<file path="config.mk">
export PLATFORM = sky130hd
export DESIGN_NAME = sum_serial
export DESIGN_NICKNAME = d
export VERILOG_FILES = /design/src/rtl/sum_serial_pkg.sv /design/src/rtl/sum_serial_fa.sv /design/src/rtl/sum_serial.sv
export SDC_FILE = /design/constraint.sdc
export NUM_CORES = 1
export LEC_CHECK = 0
export ABC_AREA = 1
export BUFFER_PORTS_ARGS = -buffer_cell sky130_fd_sc_hd__buf_2
export CAP_MARGIN = 20
export CELL_PAD_IN_SITES_DETAIL_PLACEMENT = 0
export CELL_PAD_IN_SITES_GLOBAL_PLACEMENT = 1
export CORE_AREA = 2 2 96 98
export CTS_CLUSTER_DIAMETER = 50
export DETAILED_ROUTE_END_ITERATION = 10
export DIE_AREA = 0 0 98 100
export PLACE_DENSITY_LB_ADDON = 0.1
export SLEW_MARGIN = 20
export SYNTH_ARGS = -nofsm -noshare
export SYNTH_HDL_FRONTEND = slang
export SYNTH_HIERARCHICAL = 1
export SYNTH_SLANG_ARGS = --single-unit
export TNS_END_PERCENT = 10
</file>
<file path="constraint.sdc">
create_clock -name clk -period 1.8 [get_ports clk]
set_clock_uncertainty 0.2 [all_clocks]
set_input_delay 0.18 -clock clk [delete_from_list [all_inputs] [get_ports clk]]
set_output_delay 0.18 -clock clk [all_outputs]
set_load 0.02 [all_outputs]
</file>
<file path="src/rtl/sum_serial_pkg.sv">
// Shared definitions for the bit-serial adder: FSM state encoding and default width.
package sum_serial_pkg;

    typedef enum logic [1:0] {
        IDLE = 2'd0,
        RUN  = 2'd1,
        DONE = 2'd2
    } state_t;

    localparam int unsigned DEFAULT_N = 8;

endpackage

</file>
<file path="src/rtl/sum_serial_fa.sv">
// 1-bit full-adder cell; the single combinational stage reused for every bit.
module sum_serial_fa (
    input  logic A,
    input  logic B,
    input  logic Ci,
    output logic S,
    output logic Cout
);

    assign S    = A ^ B ^ Ci;
    assign Cout = (A & B) | (Ci & (A ^ B));

endmodule

</file>
<file path="src/rtl/sum_serial.sv">
// Bit-serial N-bit adder: latches operands on start, feeds one bit pair per clock
// LSB first through a single full-adder cell, and registers the completed sum.
module sum_serial
    import sum_serial_pkg::*;
#(
    parameter int unsigned N = DEFAULT_N
) (
    input  logic         clk,
    input  logic         rst_n,
    input  logic         start,
    input  logic [N-1:0] a,
    input  logic [N-1:0] b,
    input  logic         ci,
    output logic         busy,
    output logic         done,
    output logic [N-1:0] s,
    output logic         cout
);

    localparam int unsigned   CW   = (N > 1) ? $clog2(N) : 1;
    localparam logic [CW-1:0] LAST = CW'(N - 1);

    state_t        state;
    state_t        state_nx;
    logic [N-1:0]  opa;
    logic [N-1:0]  opb;
    logic [N-1:0]  sr;
    logic [N-1:0]  sr_nx;
    logic          carry;
    logic [CW-1:0] cnt;
    logic          st_s;
    logic          st_co;
    logic          last;

    sum_serial_fa u_fa (
        .A    (opa[0]),
        .B    (opb[0]),
        .Ci   (carry),
        .S    (st_s),
        .Cout (st_co)
    );

    assign last = (cnt == LAST);

    // Shift then overwrite the MSB so the same expression also works for N=1.
    always_comb begin
        sr_nx        = sr >> 1;
        sr_nx[N-1]   = st_s;
    end

    always_ff @(posedge clk or negedge rst_n) begin
        if (!rst_n) begin
            state <= IDLE;
        end else begin
            state <= state_nx;
        end
    end

    always_comb begin
        state_nx = state;
        case (state)
            IDLE:    if (start) state_nx = RUN;
            RUN:     if (last)  state_nx = DONE;
            DONE:    state_nx = IDLE;
            default: state_nx = IDLE;
        endcase
    end

    always_ff @(posedge clk or negedge rst_n) begin
        if (!rst_n) begin
            opa   <= '0;
            opb   <= '0;
            sr    <= '0;
            carry <= 1'b0;
            cnt   <= '0;
            s     <= '0;
            cout  <= 1'b0;
        end else begin
            case (state)
                IDLE: begin
                    if (start) begin
                        opa   <= a;
                        opb   <= b;
                        carry <= ci;
                        cnt   <= '0;
                    end
                end
                RUN: begin
                    carry <= st_co;
                    sr    <= sr_nx;
                    opa   <= opa >> 1;
                    opb   <= opb >> 1;
                    cnt   <= cnt + 1'b1;
                    if (last) begin
                        s    <= sr_nx;
                        cout <= st_co;
                    end
                end
                default: ;
            endcase
        end
    end

    assign busy = (state == RUN);
    assign done = (state == DONE);

endmodule

</file>
==> results.json <==
{
  "critPathLaunch": "state[0]",
  "arrival_ns": 1.28,
  "async_flop_share": 1.000,
  "p_leak_uw": 0.001290,
  "die_area_sq_mm": 0.009800,
  "drv_slew": 0,
  "hp-class": "in -> reg",
  "synth_seq_cells": 38,
  "postCtsSetupBuffers": 0,
  "dp_cells": 358,
  "seq_area_frac_synth": 0.4832,
  "synth_top_area_share": 0.4832,
  "start_util": 0.2214,
  "overflow": 0,
  "synth-edff-count": 0,
  "finalPower_uw": 4116,
  "fmax_mhz": 603.9,
  "grt.busiest_layer": "met2",
  "cts.sinks": 38,
  "hold_path.startpoint": "b[5]",
  "drt_iter0_markers": 48,
  "routed-via-count": 1493,
  "maxCapViolations": 0,
  "grt_pass1_vias": 1502,
  "fin_setup_tns_ns": 0,
  "clk_latency_ns": 0.29,
  "grt_usage": 0.09982,
  "synthTopCellsByArea": "dfrtp_1 (48%), nand2_1 (10%), nand3_2 (8.6%)",
  "ys_warn_count": 6,
  "met2_usage": 0.1470,
  "row_count": 35,
  "gp_congestion": 0.6695,
  "htree_levels": 2,
  "synth_commonest_cells": "nand2_1 (54), inv_1 (39), dfrtp_1 (38)",
  "crit_fanout": 15,
  "viasPerCell": 3.939,
  "fin_hold_ws_ns": 0.01060,
  "crit_type": "reg -> out",
  "clk_transition_reported_paths_ns": 0.08,
  "wl_per_cell_um": 11.85,
  "synth_nets": 244,
  "die_w_um": 98,
  "required_ns": 1.42,
  "finalCritPeriodShare": 0.9199,
  "synth_top_flop_cell": "dfrtp_1",
  "synthMostInstantiatedCell": "nand2_1",
  "clock_path_buffers": 2,
  "yosys.area.top_type": "dfrtp_1",
  "max_slew_margin": 0.8276,
  "area_delta_synth_final_pct": 26.13,
  "ios": 31,
  "dp_hpwl_um": 2994,
  "instances_no_fill": 379,
  "clockRootBuffer": "clkbuf_8",
  "cts_resized": 0,
  "drive_gt1_frac": 0.2649,
  "tritoncts": "yes",
  "drc": 0,
  "antenna_found_initial": 0,
  "r2r_start": "cnt[0]",
  "grt_max_degree": 39,
  "nets": 290,
  "globalRouteMet3Util": 0.02159,
  "port_buffers": 30,
  "finalSetupViolCount": 0,
  "hold_viol": 0,
  "grt_pass1_wl_um": 7734,
  "worstMarginPinSlew_ns": 0.2586,
  "syn_area_sq_mm": 0.001968,
  "period_minus_slack_ns": 1.656,
  "synth_cells": 221,
  "diodes": 0,
  "die_h_um": 100,
  "cts_buffers": 5,
  "rsz0062_at_grt": "false",
  "met1_usage": 0.1445,
  "status": "finished clean",
  "finalWirelength_um": 4493,
  "cp-end-kind": "primary output",
  "synthDistinctLibCells": 21,
  "design.core.area_sq_mm": 0.008890,
  "cp-start-kind": "flop",
  "peakVddDrop_v": 0.0005009,
  "syn-mean-instance-area_sq_um": 8.906,
  "final_antenna_net_count": 0,
  "drtPass1Iterations": 4,
  "power.density_mw_per_mm2": 1658
}
-- metal layers --
metal	up-vias	wire, um
met3	5	141
met4	0	53
li1	777	-
met1	686	2363
met5	-	0
met2	25	1934
-- layout make-up --
| type | instances | area, sq um |
|---|---|---|
| Timing Repair Buffer | 51 | 365.4 |
| Clock buffer | 5 | 68.82 |
| Multi-Input combinational cell | 131 | 737.0 |
| Fill cell | 1007 | 6407 |
| Inverter | 40 | 152.6 |
| Clock inverter | 3 | 68.82 |
| Sequential cell | 38 | 950.9 |
| Tap cell | 111 | 138.9 |
-- worst max-delay path, cell delays in order, from the launching register on --
cell	delay [ns]
dfrtp_1	0.49
buf_4	0.28
nor2_1	0.07
buf_2	0.16
-- cell usage in the layout, fill, tap and decap left out, types with 2 or more instances in the layout --
cell	Yosys	final
o21ai_1	15	15
nand2_1	54	54
ha_1	2	2
dfrtp_1	38	38
nand2_4	3	3
nor2_1	3	3
buf_12	2	2
nand3_1	30	30
inv_1	39	39
buf_2	4	30
nand3_2	17	17
bufinv_16	0	2
o21ai_0	2	2
buf_4	2	6
dlygate4sd3_1	0	13
clkbuf_8	0	5
-- logic make-up after synthesis --
logic type | Yosys count | share of synthesized area
flops | 38 | 0.4832
compound gates | 19 | 0.05404
simple gates | 109 | 0.2975
fa+ha+maj | 3 | 0.02288
buf+inv | 52 | 0.1424
-- flip-flops by register name (all words and copies together) (netlist names) --
signal  cells
state       2
s           8
sr          7
cnt         3
opa         8
cout        1
opb         8
carry       1
-- power breakdown --
group	leakage (uW)	switching [uW]	internal [uW]
clock network	0.0000683	335	556
logic	0.000752	1060	663
registers	0.000470	254	1250
-- timing repair --
action | CTS | global route
endpoints found under the setup margin | 0 | 0
hold buffers | 13 | 0
endpoints found under the hold margin | 50 | 0
-- final timing paths --
kind / to / slack, ns / depth (start not counted)
min in group asynchronous: s[6] / 0.18 / 3
setup / recovery: done / 0.14 / 3
max in group asynchronous: opa[4] / 1.01 / 3
setup reg to reg: s[4] / 0.29 / 6
hold reg to reg: s[0] / 0.28 / 2
hold / removal: opb[5] / 0.01 / 5
-- metrics by stage --
step | area [sq um] | util | setup WS [ns]
final | 2482 | 0.2792 | 0.1441
after global routing | 2482 | 0.2792 | 0.02905
after CTS | 2482 | 0.2792 | 0.09980
after detailed placement | 2215 | 0.2491 | 0.2961
after global placement | 2215 | 0.2491 | 0.2824
after floorplan | 1968 | - | 0.3336
No activity file was read; power rests on OpenSTA's default activity.
